--- src/rtl/cpu_noc_tx_arbiter.sv ---
// Round-robin arbiter feeding CPU packets, one at a time, to the NoC flitizer.
// The grant is held from acceptance until the flitizer reports the tail flit.
module cpu_noc_tx_arbiter #(
    parameter int NUM_REQ   = 4,
    parameter int PKT_WIDTH = 64,
    localparam int IDW      = $clog2(NUM_REQ)
) (
    input  logic                         clk,
    input  logic                         rst_n,
    input  logic [NUM_REQ-1:0]           req_valid,
    input  logic [NUM_REQ*PKT_WIDTH-1:0] req_packet,
    output logic [NUM_REQ-1:0]           req_ready,
    output logic                         flit_packet_valid,
    output logic [PKT_WIDTH-1:0]         flit_packet,
    input  logic                         flit_packet_ready,
    input  logic                         flit_done,
    output logic [IDW-1:0]               grant_id,
    output logic                         busy,
    output logic [15:0]                  pkt_count
);

    typedef enum logic [1:0] {
        IDLE      = 2'd0,
        ISSUE     = 2'd1,
        WAIT_DONE = 2'd2
    } state_t;

    state_t         state;
    state_t         state_nx;
    logic [IDW-1:0] rr_ptr;
    logic [IDW-1:0] win;
    logic [IDW-1:0] idx;
    logic           found;
    logic           accept;
    logic           complete;

    // First valid requester at or above rr_ptr, wrapping to 0.
    always_comb begin
        found = 1'b0;
        win   = '0;
        idx   = '0;
        for (int k = 0; k < NUM_REQ; k++) begin
            idx = IDW'((int'(rr_ptr) + k) % NUM_REQ);
            if (!found && req_valid[idx]) begin
                found = 1'b1;
                win   = idx;
            end
        end
    end

    always_comb begin
        state_nx  = state;
        req_ready = '0;
        accept    = 1'b0;
        complete  = 1'b0;
        unique case (state)
            IDLE: begin
                if (found) begin
                    req_ready[win] = 1'b1;
                    accept         = 1'b1;
                    state_nx       = ISSUE;
                end
            end
            ISSUE: begin
                if (flit_packet_ready) state_nx = WAIT_DONE;
            end
            WAIT_DONE: begin
                if (flit_done) begin
                    complete = 1'b1;
                    state_nx = IDLE;
                end
            end
            default: state_nx = IDLE;
        endcase
    end

    always_ff @(posedge clk or negedge rst_n) begin
        if (!rst_n) begin
            state       <= IDLE;
            rr_ptr      <= '0;
            grant_id    <= '0;
            flit_packet <= '0;
            pkt_count   <= '0;
        end else begin
            state <= state_nx;
            if (accept) begin
                flit_packet <= req_packet[int'(win)*PKT_WIDTH +: PKT_WIDTH];
                grant_id    <= win;
            end
            if (complete) begin
                rr_ptr    <= (grant_id == IDW'(NUM_REQ - 1)) ? '0 : grant_id + 1'b1;
                pkt_count <= pkt_count + 16'd1;
            end
        end
    end

    assign flit_packet_valid = (state == ISSUE);
    assign busy              = (state != IDLE);

endmodule

--- config.mk ---
export PLATFORM = sky130hd
export DESIGN_NAME = cpu_noc_tx_arbiter
export DESIGN_NICKNAME = d
export VERILOG_FILES = /design/src/rtl/cpu_noc_tx_arbiter.sv
export SDC_FILE = /design/constraint.sdc
export NUM_CORES = 1
export LEC_CHECK = 0
export ABC_CLOCK_PERIOD_IN_PS = 3000
export BUFFER_PORTS_ARGS = -buffer_cell sky130_fd_sc_hd__clkbuf_2
export CAP_MARGIN = 20
export CORE_AREA = 4 4 135 137
export DETAILED_ROUTE_END_ITERATION = 6
export DIE_AREA = 0 0 139 141
export HOLD_SLACK_MARGIN = 0.05
export PLACE_DENSITY = 0.65
export SYNTH_ARGS = -nofsm -noshare
export SYNTH_HDL_FRONTEND = slang
export SYNTH_SLANG_ARGS = --single-unit
--- constraint.sdc ---
create_clock -name clk -period 3 [get_ports clk]
set_input_delay 0.6 -clock clk [delete_from_list [all_inputs] [get_ports clk]]
set_output_delay 0.6 -clock clk [all_outputs]
set_load 0.1 [all_outputs]
---- After elaboration in Yosys (flattened, before gate mapping) ----
Cells that the tools add are included.
word-level totals
  flip-flop bits (word level) ............. 86
  memory bits (writable) .................. 0
  memories ................................ 0
  latch bits .............................. 0
  output and inout bits ................... 88
  memory bits (read-only) ................. 0
operators by class
  shifts and indexed selects .............. 1
  reductions and logical operators ........ 10
  multiply operators ...................... 0
  divide/modulo/power cells ............... 0
  magnitude comparators ................... 6
  add/subtract/negate cells ............... 5
  equal/unequal tests ..................... 6
  muxes and demuxes ....................... 29
  bitwise operators ....................... 0
operators by type and width
  operator                                                                number
  256-bit by 9-bit variable part select with 64-bit output                1
  16-bit by 1-bit adder with 16-bit output (second input constant)        1
  2-bit 2-to-1 mux                                                        8
  2-bit by 3-bit < comparator with 1-bit output (second input constant)   5
  1-bit 2-to-1 mux                                                        13
  1-bit binary-select mux with 2-bit select                               4
  4-bit 2-to-1 mux                                                        2
  2-bit case mux with 3 select lines                                      1
  2-bit by 1-bit adder with 2-bit output (second input constant)          2
  2-bit adder (second input constant)                                     2
  2-bit equality test (second input constant)                             2
  1-bit logical AND                                                       4
  2-bit != test (second input constant)                                   2
  1-bit logical NOT                                                       3
  3-bit AND reduction                                                     1
  1-bit demux with 2-bit select                                           1
  2-bit by 1-bit equality test with 1-bit output (second input constant)  1
  2-bit by 1-bit >= comparator with 1-bit output (second input constant)  1
  2-bit logical NOT                                                       1
  2-bit by 1-bit != test with 1-bit output (second input constant)        1
  2-bit nonzero test                                                      1

---- Logic depth before layout (Yosys ltp) ----
Gate-level depths: netlist of run 1.
  depth in word-level cells ............... 18
  gate-level depth with buffers ........... 8

---- Worst setup path after synthesis of run 1 ----
No wires, ideal clock.
  path type ............................... register to output
  from .................................... reg state[1]
  to ...................................... out req_ready[1]
  data arrival time ....................... 3739 ps
  cell stages (with the launch flop) ...... 6
  setup slack ............................. -1339 ps
  buffers on the path ..................... 2
  path through ............................ dfrtp_1 -> or2_1 -> a31o_2 -> clkbuf_1 -> clkbuf_1 -> nor3_1
between the ends
  cells in the longest elaborated chain, start to end .. 2
ends and longest elaborated chain
  what                      line  source
  start: declaration        28    state_t state;
  start signal: assignment  85    state <= state_nx;
  2-bit logical NOT         56    unique case (state)
  4-bit 2-to-1 mux          56
  end: declaration          12    output logic [NUM_REQ-1:0] req_ready,
No other way between the ends.

---- Worst setup path after layout of run 1 ----
  from .................................... reg rr_ptr[1]
  to ...................................... out req_ready[0]
between the ends
  cells in the longest elaborated chain, start to end .. 18
  elaborated cells on any way between the ends .. 32
  those cells by class .................... add/sub (3); order compare (2); mux (20); reduce/logical (7)
ends and longest elaborated chain
  what                                                                                    line  source
  start: declaration                                                                      30    logic [IDW-1:0] rr_ptr;
  start signal: assignment                                                                91    rr_ptr <= (grant_id == IDW'(NUM_REQ - 1)) ? '0 : grant_id + 1'b1;
  branches (longest 16 deep; another with 2-bit by 3-bit < comparator with 1-bit output)  --
  4-bit 2-to-1 mux (*)                                                                    58    if (found) begin
  4-bit 2-to-1 mux (*)                                                                    56
Mark *: on every way between the ends. The select of a mux whose other input is x is not followed.

==> results of run 1 <==
## how the worst max path moves through the flow
stage / from / endpoint / slack (ps) / depth (start not counted)
6_report: rr_ptr[1] / req_ready[0] / 310 / 4
5_1_grt: rr_ptr[1] / req_ready[0] / 180 / 4
4_1_cts: rr_ptr[1] / req_ready[0] / 330 / 4
3_5_place_dp: req_valid[1] / req_ready[0] / 410 / 6
3_3_place_gp: req_valid[1] / req_ready[0] / 440 / 6
2_1_floorplan: state[1] / req_ready[1] / 160 / 5
## metrics by stage
stage	hold WS, ps	power (mW)	instance area (um2)	instances	worst slack, ps
floorplan	304	7.57	5050	458	162
global placement	461	8.66	6950	1007	443
detailed placement	477	8.71	6950	1007	409
CTS	253	10.0	7300	1023	325
global route	275	10.4	7300	1024	185
finish	241	9.93	7300	1024	314
## sequential cells by signal, indices dropped and copies added (netlist names)
| register | flops |
|---|---|
| flit_packet | 64 |
| pkt_count | 16 |
| grant_id | 2 |
| rr_ptr | 2 |
| state | 2 |
## kinds of logic (layout without fill, tap and decap cells)
logic type               Yosys count  count (layout)  synth area share (%)
XOR/XNOR                          15              15                  2.62
AND/OR/NAND/NOR                  111             111                  9.61
flip-flops                        86              86                  42.8
multiplexers                     128             128                  25.5
AO/OA/AOI/OAI                     76              76                  13.0
adder cells (fa/ha/maj)            2               2                 0.498
buffers and inverters             40             380                  5.93
other                              0               1                     0
## final cells by class
cell class	count	area, um2	share of cell area (%)
flip-flops and latches	86	2150	29.5
well taps	225	282	3.86
inverters	4	15.0	0.206
diodes	1	2.50	0.0343
clock buffers	9	225	3.08
repair buffers	360	1890	25.9
clock inverters	7	120	1.65
multi-input cells	332	2610	35.7
## cells in the final DEF, fill, tap and decap left out, types with 2 or more instances in the layout
cell       synthesis  final
o221ai_1          64     64
mux2i_1          128    128
bufinv_16          0      3
buf_4              0      7
xnor2_1           11     11
nand4_1            2      2
clkbuf_2           0    348
inv_6              0      2
inv_1              4      4
and3_1             5      5
ha_1               2      2
o21ai_0            2      2
buf_12             7      5
nor2_1             3      3
clkbuf_16          0      9
nor3_4             0      2
nand2_1           80     79
nand2b_1           3      3
xor2_1             4      4
a21oi_1            2      2
nand3_1            7      7
dfrtp_1           86     86
nand2_2            1      2
## per-layer routing
layer  track usage [%]  vias up
met5                 0        -
li1                  -     2396
met1              19.1     2237
met2              30.2      234
met3              4.85       16
met4              5.36        0
## report_power, final
part / leakage [nW] / total, mW / internal [mW] / switching, mW
combinational: 2.90 / 6.66 / 1.45 / 5.21
sequential: 1.08 / 1.98 / 1.67 / 0.312
clock: 0.166 / 1.29 / 0.818 / 0.476
## synthesized netlist by cell type
cell type / n / share of area (%)
mux2i_1: 128 / 26
dfrtp_1: 86 / 43
nand2_1: 80 / 6.0
o221ai_1: 64 / 11
clkbuf_1: 15 / 1.1
buf_2: 12 / 1.2
xnor2_1: 11 / 1.9
buf_12: 7 / 2.8
nand3_1: 7 / 0.70
and3_1: 5 / 0.62
inv_1: 4 / 0.30
xor2_1: 4 / 0.70
nand2b_1: 3 / 0.37
nor2_1: 3 / 0.22
nor3_1: 3 / 0.30
a21oi_1: 2 / 0.20
ha_1: 2 / 0.50
nand4_1: 2 / 0.25
o21ai_0: 2 / 0.20
a211o_1: 1 / 0.17
a22o_1: 1 / 0.17
a31o_2: 1 / 0.17
a31oi_1: 1 / 0.12
and2b_1: 1 / 0.15
and3b_1: 1 / 0.17
buf_6: 1 / 0.22
buf_8: 1 / 0.30
nand2_2: 1 / 0.12
nand3b_1: 1 / 0.15
nor2b_1: 1 / 0.12
nor3_2: 1 / 0.20
nor4_1: 1 / 0.12
o22ai_1: 1 / 0.12
o31ai_1: 1 / 0.15
o32a_1: 1 / 0.20
o32ai_2: 1 / 0.32
or2_1: 1 / 0.12
==> impl_metrics.py, run 1 <==
metrics = {
    "run_status": {
        "status": "complete, no violations",
    },
    "critical_path": {
        "worstPathCellList": "a21oi_1, o32ai_2, and3_1, clkbuf_2",
        "worstPathArrival_ps": 2090,
        "crit_family": "compound AO/OA/AOI/OAI gates",
        "reg2reg_depth": 6,
        "path_class": "flip-flop to output port",
        "cp-start-kind": "flip-flop",
        "worstPathMaxFanout": 6,
        "r2r-end": "flit_packet[45]",
        "r2r_start": "rr_ptr[0]",
        "crit_path_end_kind": "output port",
        "critPathBufInv": 1,
        "worstPathRequired_ps": 2400,
        "worst_path_max_delay_cell": "dfrtp_1",
        "worst-r2r-setup-slack_ps": 910,
        "critPathMaxStageDelay_ps": 490,
    },
    "timing": {
        "fmax_mhz": 372,
        "hold_violations": 0,
        "max-slew-margin-rel_pct": 58.7,
        "tightest_slew_ps": 614,
        "final.min_clock_period_ps": 2690,
        "rsz0062_at_grt": "false",
        "finalSetupViolations": 0,
        "min_period_over_period_pct": 89.5,
        "fin_tns_setup_ps": 0,
        "skew_ps": 6.85,
        "slew_viol_final": 0,
    },
    "routing": {
        "routed_via_density": 4.77,
        "via_count": 4883,
        "wire_per_inst_um": 16.5,
        "antenna_left": 0,
        "drt-met1-wl_mm": 6.57,
        "firstDrtPassIters": 5,
        "top_layer": "met4",
        "dr_wl_met2_mm": 8.55,
        "drtIter0Drc": 149,
        "wl_mm": 16.9,
        "drc": 0,
        "wl_met3_mm": 1.45,
    },
    "flow_run": {
        "maxCapViolCount": 0,
    },
    "clock_network": {
        "h-tree-depth": 3,
        "numCtsBuffers": 9,
        "cts-hold-fix-buffers": 0,
        "clock_path_buffers": 2,
        "cts-root-buf": "clkbuf_16",
        "post-cts-setup-buffers": 0,
        "cts_resized": 0,
        "path_clk_slew_ps": 60,
        "cts.sinks": 86,
        "cts_tree": "built",
        "insertion_delay_ps": 340,
    },
    "floorplanning": {
        "dieHeight_um": 141,
        "die_w_um": 139,
        "start_util_pct": 29.5,
        "fp-row-count": 48,
        "die_area_um2": 19600,
        "core_area_um2": 17100,
        "io_pins": 352,
    },
    "finish": {
        "nets": 1059,
        "n_fill_cell": 1663,
        "final_util_pct": 42.8,
        "area_growth_pct": 45.3,
        "drive_above_1_share_pct": 48.2,
    },
    "global_routing": {
        "overflow": 0,
        "grt_pass1_wl_mm": 26.6,
        "grt_pass1_vias": 5127,
        "grt_max_degree": 76,
        "antenna_found_initial": 1,
        "grt_util_all_layers_pct": 16.7,
    },
    "place": {
        "io_buffers": 351,
        "dp_hpwl_mm": 13.5,
        "routabilityCongestion": 0.831,
    },
    "synthesis": {
        "netlist-cell-type-count": 37,
        "postSynthAreaPerCell_um2": 11.0,
        "syn_inst": 458,
        "ys_seq_elements": 86,
        "ys_warn_count": 0,
        "synth_area_um2": 5020,
        "syn_nets": 724,
        "yosysSeqAreaShare_pct": 42.8,
    },
    "power": {
        "p_leak_nw": 4.15,
        "powerDensity_nw_per_um2": 1360,
        "irDropWorstVdd_uv": 828,
    },
    "hold_path": {
        "hold_class": "input port to async pin",
    },
}
(Power assumes the default switching activity.)
==> inputs of run 2 (changes only) <==
--- a/constraint.sdc
+++ b/constraint.sdc
@@ -3,2 +3,2 @@
 set_output_delay 0.6 -clock clk [all_outputs]
-set_load 0.1 [all_outputs]
+set_load 0.05 [all_outputs]
==> run 2 against run 1 <==
Clock-buffer cell count is the same. First-iteration DRC count grew 74%. Non-clock buffer count shrank 2. Global-route usage shrank 0.081 points. Hold slack gained 4.2 ps. Register-to-register slack gained 20 ps. Cell count shrank 0.29%. Sequential cell count is the same. Final area shrank 0.99%. Clock power is essentially flat. Sequential share of layout area grew 0.30 points. Largest power group unchanged.
==> impl_metrics.py, run 2 (synthesis results as in run 1) <==
metrics = {
    "routing": {
        "via_count": 4935,
        "antenna_left": 0,
        "drc": 0,
        "firstDrtPassIters": 6,
        "wire_per_inst_um": 16.5,
        "routed_via_density": 4.83,
        "drtIter0Drc": 259,
        "wl_mm": 16.9,
    },
    "finish": {
        "final_common_cell": "clkbuf_2",
        "reg_top3": "flit_packet x64, pkt_count x16",
        "layout_common_cells": "clkbuf_2 (350), mux2i_1 (128), dfrtp_1 (86)",
        "final_util_pct": 42.4,
        "largest_register": "flit_packet",
        "final_area_um2": 7230,
        "largest_reg_flops": 64,
        "n_antenna_cell": 0,
        "nets": 1057,
        "area_growth_pct": 43.9,
        "stdcell_count": 1021,
        "drive_above_1_share_pct": 47.7,
    },
    "critical_path": {
        "worstPathRequired_ps": 2400,
        "crit_path_end_kind": "output port",
        "cp-start-kind": "flip-flop",
        "path_class": "flip-flop to output port",
        "reg2reg_depth": 6,
        "worstPathMaxFanout": 5,
        "worstPathArrival_ps": 1850,
    },
    "place": {
        "routabilityCongestion": 0.873,
        "dp_hpwl_mm": 13.3,
        "placed_cells": 1005,
        "io_buffers": 351,
        "post_dp_cell_area_um2": 6880,
    },
    "timing": {
        "fin_tns_setup_ps": 0,
        "rsz0062_at_grt": "false",
        "slew_viol_final": 0,
        "timing.hold.ws_ps": 245,
        "tightest_slew_ps": 765,
        "max-slew-margin-rel_pct": 49.0,
        "final.min_clock_period_ps": 2450,
        "skew_ps": 8.59,
        "min_period_over_period_pct": 81.7,
        "finalSetupViolations": 0,
        "hold_violations": 0,
        "fmax_mhz": 408,
    },
    "clock_network": {
        "path_clk_slew_ps": 70,
        "cts_tree": "built",
        "cts_resized": 0,
        "clock_path_buffers": 2,
        "insertion_delay_ps": 340,
        "cts-hold-fix-buffers": 0,
        "cts.sinks": 86,
        "h-tree-depth": 3,
        "numCtsBuffers": 9,
        "cts-root-buf": "clkbuf_16",
        "post-cts-setup-buffers": 0,
    },
    "floorplanning": {
        "core_area_um2": 17100,
        "die_w_um": 139,
        "fp-row-count": 48,
        "io_pins": 352,
        "start_util_pct": 29.5,
        "dieHeight_um": 141,
        "die_area_um2": 19600,
    },
    "global_routing": {
        "grt_pass1_vias": 4929,
        "grt_util_all_layers_pct": 16.7,
        "overflow": 0,
        "antenna_found_initial": 0,
        "grt_max_degree": 76,
        "grt_pass1_wl_mm": 26.4,
    },
    "power": {
        "p_leak_nw": 4.12,
        "powerDensity_nw_per_um2": 1110,
        "p_comb_share_pct": 59.0,
        "intPower_mw": 3.89,
        "switching_share_pct": 51.3,
        "power.switching_mw": 4.10,
        "power_frac_seq_pct": 24.7,
        "irDropWorstVdd_uv": 518,
        "clkPwrFrac_pct": 16.3,
    },
    "hold_path": {
        "hold_class": "input port to async pin",
    },
    "flow_run": {
        "maxCapViolCount": 0,
    },
    "run_status": {
        "status": "complete, no violations",
    },
}
## run 2: cell count changes in the layout (fill, tap and decap cells not counted)
cell      change
or2_4         -1
buf_4         -2
clkbuf_2      +2
buf_12        -2
or2_1         +1
nor3_1        +2
nor3_4        -2
diode_2       -1
## run 2: metrics by stage
step / worst slack [ps] / power (mW)
floorplan: -99.6 / 5.70
global placement: 643 / 6.71
detailed placement: 636 / 6.76
CTS: 538 / 8.09
global route: 433 / 8.50
finish: 550 / 7.99
## run 2: final timing paths
check / endpoint / slack, ps / from
min in group clk: state[0] / 480 / flit_packet_ready
max in group asynchronous: flit_packet[18] / 2110 / rst_n
max: req_ready[2] / 550 / state[1]
min reg2reg: pkt_count[15] / 480 / pkt_count[15]
min: state[0] / 250 / rst_n
max reg2reg: flit_packet[34] / 930 / rr_ptr[0]
## run 2: final cells by class
| class | instances | area (um2) |
|---|---|---|
| inverters | 4 | 15.0 |
| flip-flops and latches | 86 | 2150 |
| multi-input cells | 332 | 2580 |
| fillers | 1700 | 9830 |
| well taps | 225 | 282 |
| clock buffers | 9 | 225 |
| clock inverters | 7 | 120 |
| repair buffers | 358 | 1850 |
## run 2: layer usage
| metal | global-route usage [%] | vias to the layer above | wire length (um) |
|---|---|---|---|
| met5 | 0 | - | 0 |
| met4 | 6.18 | 0 | 351 |
| met3 | 4.00 | 20 | 1300 |
| met2 | 28.9 | 238 | 8410 |
| met1 | 20.2 | 2292 | 6800 |
| li1 | - | 2385 | - |
## run 2: power by group through the flow
stage | logic (mW) | registers (mW) | clock network [mW]
after global placement | 4.73 | 1.98 | 0
after floorplan | 2.17 | 3.53 | 0
after CTS | 4.77 | 1.98 | 1.35
after global routing | 5.06 | 2.04 | 1.40
after detailed placement | 4.78 | 1.98 | 0
final | 4.71 | 1.97 | 1.30
## run 2: worst max-delay path, stage by stage (launching register included)
cell and delay [ps]:
dfrtp_1 410, or2_1 280, a31oi_1 340, and3_1 210, clkbuf_2 270
